### src/rtl/fp_regfile_sb.sv
// FPU register file (2R/1W) with per-register scoreboard busy bits; FP_REGFILE_BYPASS_EN adds write-to-read forwarding.
// Latency: reads, busy flags and iss_accept are combinational; writes, reservations and pend_count land on the next clk edge.
// Backpressure: iss_accept=0 on a WAW hazard; the issuer holds iss_en/iss_addr and retries.
module fp_regfile_sb #(
  parameter int DATA_W = 32,
  parameter int DEPTH  = 32,
  parameter int ADDR_W = $clog2(DEPTH),
  parameter int CNT_W  = $clog2(DEPTH + 1)
) (
  input  logic              clk,
  input  logic              rst,
  input  logic [ADDR_W-1:0] rl_addr,
  input  logic [ADDR_W-1:0] rr_addr,
  output logic [DATA_W-1:0] rl_data,
  output logic [DATA_W-1:0] rr_data,
  output logic              rl_busy,
  output logic              rr_busy,
  input  logic              wr_en,
  input  logic [ADDR_W-1:0] wr_addr,
  input  logic [DATA_W-1:0] wr_data,
  input  logic              iss_en,
  input  logic [ADDR_W-1:0] iss_addr,
  output logic              iss_accept,
  output logic [DEPTH-1:0]  busy_vec,
  output logic [CNT_W-1:0]  pend_count
);

  localparam logic [ADDR_W:0] DEPTH_L = (ADDR_W + 1)'(DEPTH);

  logic [DATA_W-1:0] regs [DEPTH];
  logic [DEPTH-1:0]  busy_q;
  logic [DEPTH-1:0]  busy_d;
  logic [CNT_W-1:0]  pend_q;

  logic rl_in, rr_in, wr_in, iss_in;
  logic wr_fire, same_reg, pend_inc, pend_dec;
  logic rl_fwd, rr_fwd;

  // Addresses at or beyond DEPTH only exist when DEPTH is not a power of two.
  assign rl_in  = ({1'b0, rl_addr}  < DEPTH_L);
  assign rr_in  = ({1'b0, rr_addr}  < DEPTH_L);
  assign wr_in  = ({1'b0, wr_addr}  < DEPTH_L);
  assign iss_in = ({1'b0, iss_addr} < DEPTH_L);

  assign wr_fire  = wr_en & ~rst & wr_in;
  assign same_reg = (wr_addr == iss_addr);

  // A same-cycle writeback to the destination frees it before the new reservation.
  assign iss_accept = iss_en & ~rst & iss_in &
                      (~busy_q[iss_addr] | (wr_fire & same_reg));

`ifdef FP_REGFILE_BYPASS_EN
  assign rl_fwd = wr_fire & (wr_addr == rl_addr);
  assign rr_fwd = wr_fire & (wr_addr == rr_addr);
`else
  assign rl_fwd = 1'b0;
  assign rr_fwd = 1'b0;
`endif

  always_comb begin
    rl_data = '0;
    rr_data = '0;
    rl_busy = 1'b0;
    rr_busy = 1'b0;
    if (rl_fwd) begin
      rl_data = wr_data;
    end else if (rl_in) begin
      rl_data = regs[rl_addr];
      rl_busy = busy_q[rl_addr];
    end
    if (rr_fwd) begin
      rr_data = wr_data;
    end else if (rr_in) begin
      rr_data = regs[rr_addr];
      rr_busy = busy_q[rr_addr];
    end
  end

  always_comb begin
    busy_d = busy_q;
    if (wr_fire) busy_d[wr_addr] = 1'b0;
    if (iss_accept) busy_d[iss_addr] = 1'b1;
  end

  // Count only real bit transitions so pend_count tracks popcount(busy_vec).
  assign pend_inc = iss_accept & ~busy_q[iss_addr];
  assign pend_dec = wr_fire & busy_q[wr_addr] & ~(iss_accept & same_reg);

  always_ff @(posedge clk) begin
    if (rst) begin
      busy_q <= '0;
      pend_q <= '0;
    end else begin
      busy_q <= busy_d;
      pend_q <= pend_q + CNT_W'(pend_inc) - CNT_W'(pend_dec);
    end
  end

  always_ff @(posedge clk) begin
    if (rst) begin
      for (int i = 0; i < DEPTH; i++) regs[i] <= '0;
    end else if (wr_fire) begin
      regs[wr_addr] <= wr_data;
    end
  end

  assign busy_vec   = busy_q;
  assign pend_count = pend_q;

endmodule

### config.mk
export PLATFORM = sky130hd
export DESIGN_NAME = fp_regfile_sb
export DESIGN_NICKNAME = d
export VERILOG_FILES = /design/src/rtl/fp_regfile_sb.sv
export SDC_FILE = /design/constraint.sdc
export NUM_CORES = 2
export LEC_CHECK = 0
export CAP_MARGIN = 30
export CORE_MARGIN = 2
export CORE_UTILIZATION = 35
export CTS_CLUSTER_SIZE = 10
export DETAILED_ROUTE_END_ITERATION = 10
export GPL_TIMING_DRIVEN = 1
export HOLD_SLACK_MARGIN = 0.15
export PLACE_DENSITY = 0.51
export SYNTH_ARGS = -nofsm -noshare
export SYNTH_HDL_FRONTEND = slang
export SYNTH_SLANG_ARGS = --single-unit
### constraint.sdc
create_clock -name clk -period 9.1 [get_ports clk]
set_input_delay 0.91 -clock clk [delete_from_list [all_inputs] [get_ports clk]]
set_output_delay 0.91 -clock clk [all_outputs]
set_load 0.05 [all_outputs]
==> run metrics <==
clk root buf=clkbuf_16; final hold vios=0; layout cells sized above 1=29.7%; Worst slew margin=3.33%; initial antenna violation count=28; CP endpoint=rl_data[19]; placed cell areas=61500 um^2; Worst VDD drop=184 uV; post-CTS sizing=0; H-tree depth=4; R2R Path End=pend_count[5]; R2R depth=13; Area Growth Syn to Fin=14.1%; WHS Path Cells=2; GPL Wtd Cong=0.781; Data arrival, critical path=4660 ps; setup TNS=0 ps; hold_buf cts=0; CTS tree=done; pre-CTS WS=3430 ps; Setup Skew=12.1 ps; post-route cell area=65300 um^2; Post-DP HPWL=109000 um; final critical-path required period=5570 ps; Cell Area, Synth=57300 um^2; Worst setup EP type=primary output; R2R Setup Slk=5620 ps; worst hold start=busy_vec[2]; Die Ht=409 um; largest net degree at the start of global routing=132; Cell variety after synth=43; Port-buffer cells=160; # IOs=161; ranking of synthesized cells by area=edfxtp_1, mux4_2, and2_1, clkbuf_1, mux2_2; leading area contributor after synthesis=edfxtp_1; status=finished clean; most frequent cells in the layout=and2_1, edfxtp_1, mux4_2, clkdlybuf4s50_1, clkbuf_16; Vias=34481; startpoint types=input port; top cell type's share of synthesized area=53.7%; Max Slew Vio Count=0; Post-synth EDFFs=1024; critical path class=in -> out; clock buffer depth=3; Worst-Margin Slew=1450 ps; Multi-input gate area=24300 um^2; CP Data Required Time=8190 ps; total of max-cap violations=0; die footprint=167000 um^2; core area=163000 um^2; wire per inst=36.6 um; WL final=213000 um; highest clock rate=180 MHz; HP Class=reg -> reg; Vias/cell=5.92; Die Width=409 um; drt first-iter violations=4724; clk_lat worst skew=770 ps; storage element area=31500 um^2; yosys warns=0; Rows=148; Main synth FF type=edfxtp_1; Synth async-reset ratio=0%; worst-path fanout max=66; Initial Util=35.2%; final worst-path cycle share=61.2%; crit path launch=rl_addr[0]; Mapped Cells=3560; vias in the first global route=35412; final core occ=40.2%; GRT Total Usage=25.6%; Post-CTS Setup Bufs=0; Congestion Overflow GR=0; Layout fillers=14687; Worst-path clk slew=60 ps; global-route wire length before repair=294000 um; RSZ-0062 raised after global routing=no; syn avg cell area=16.1 um^2; Static Leak=0.0215 uW; # clock sinks=1062; CTS Buf Count=132; pwr/cell area=191 nW/um^2; Seq cells post-synth=1062; number of routed nets with antenna violations=0; Final WS setup=3530 ps; post-synthesis net count=3623; first-pass iteration count of the detailed router=5; RR Startpoint=busy_vec[29]; final net count=3643; register area share after synthesis=55.0%; # DRC=0; Setup Viol. Count Final=0
[layer usage]
metal  track usage (%)  vias up  share of wire, %
met5                 0        -                 0
met4              9.26        0               3.7
met3              3.71      350               7.4
met2              42.0     1649                49
met1              34.6    18691                40
li1                  -    13791                 -
[sequential cells by signal, indices dropped and copies added (netlist names)]
signal      flops
regs         1024
busy_vec       32
pend_count      6
[synth_stat cells, types with 6 or more instances]
library cell / number
clkbuf_1: 289
buf_6: 6
dfxtp_1: 38
mux2_2: 71
o211ai_1: 21
mux2i_1: 10
nor3_1: 12
buf_4: 12
nand2_1: 56
or2_2: 14
buf_2: 49
nor2_1: 83
buf_1: 24
mux4_2: 669
inv_1: 48
nand4_1: 22
ha_1: 6
edfxtp_1: 1024
nand3_1: 19
nand3b_1: 8
and2_1: 1024
[cell families after synthesis]
family                     Yosys count  synth area share (%)
AOI/OAI and AO/OA                   38                 0.489
xor gates and xnor gates             9                 0.138
adders and majority gates            7                 0.166
buffers and inverters              428                  3.07
DFF                               1062                  55.0
muxes                              750                  27.9
and+or+nand+nor                   1266                  13.2
[critical path, stage by stage]
cell and delay (ps):
buf_8 640, buf_4 840, mux4_2 600, mux4_2 500
mux2_2 320, clkdlybuf4s50_1 720
[worst min-delay path by stage]
stage,end,slack [ps]
finish,busy_vec[2],560
global route,busy_vec[5],620
detailed placement,busy_vec[2],560
global placement,busy_vec[2],560
floorplan,busy_vec[18],700
CTS,busy_vec[2],560
[report_power, final]
| part | internal (uW) | switching [uW] | total (uW) |
|---|---|---|---|
| logic | 768 | 1050 | 1820 |
| registers | 5620 | 133 | 5760 |
| clock network | 2800 | 2100 | 4900 |
| total | 9190 | 3280 | 12500 |
[area by class of cell]
| type | instances | area share, % |
|---|---|---|
| antenna | 6 | 0.0230 |
| clock inverter | 31 | 0.393 |
| sequential | 1062 | 48.2 |
| timing repair buffer | 266 | 4.27 |
| tap | 2175 | 4.17 |
| multi-input combinational | 2070 | 37.2 |
| inverter | 48 | 0.276 |
| clock buffer | 171 | 5.48 |
[metrics by stage]
stage | hold slack (ps) | power, uW | instances
global route | 621 | 12800 | 5823
floorplan | 703 | 6970 | 3560
CTS | 563 | 12600 | 5823
global placement | 564 | 7660 | 5601
detailed placement | 558 | 7690 | 5621
finish | 563 | 12500 | 5829
Note: power is estimated with default switching activity, not from simulation.
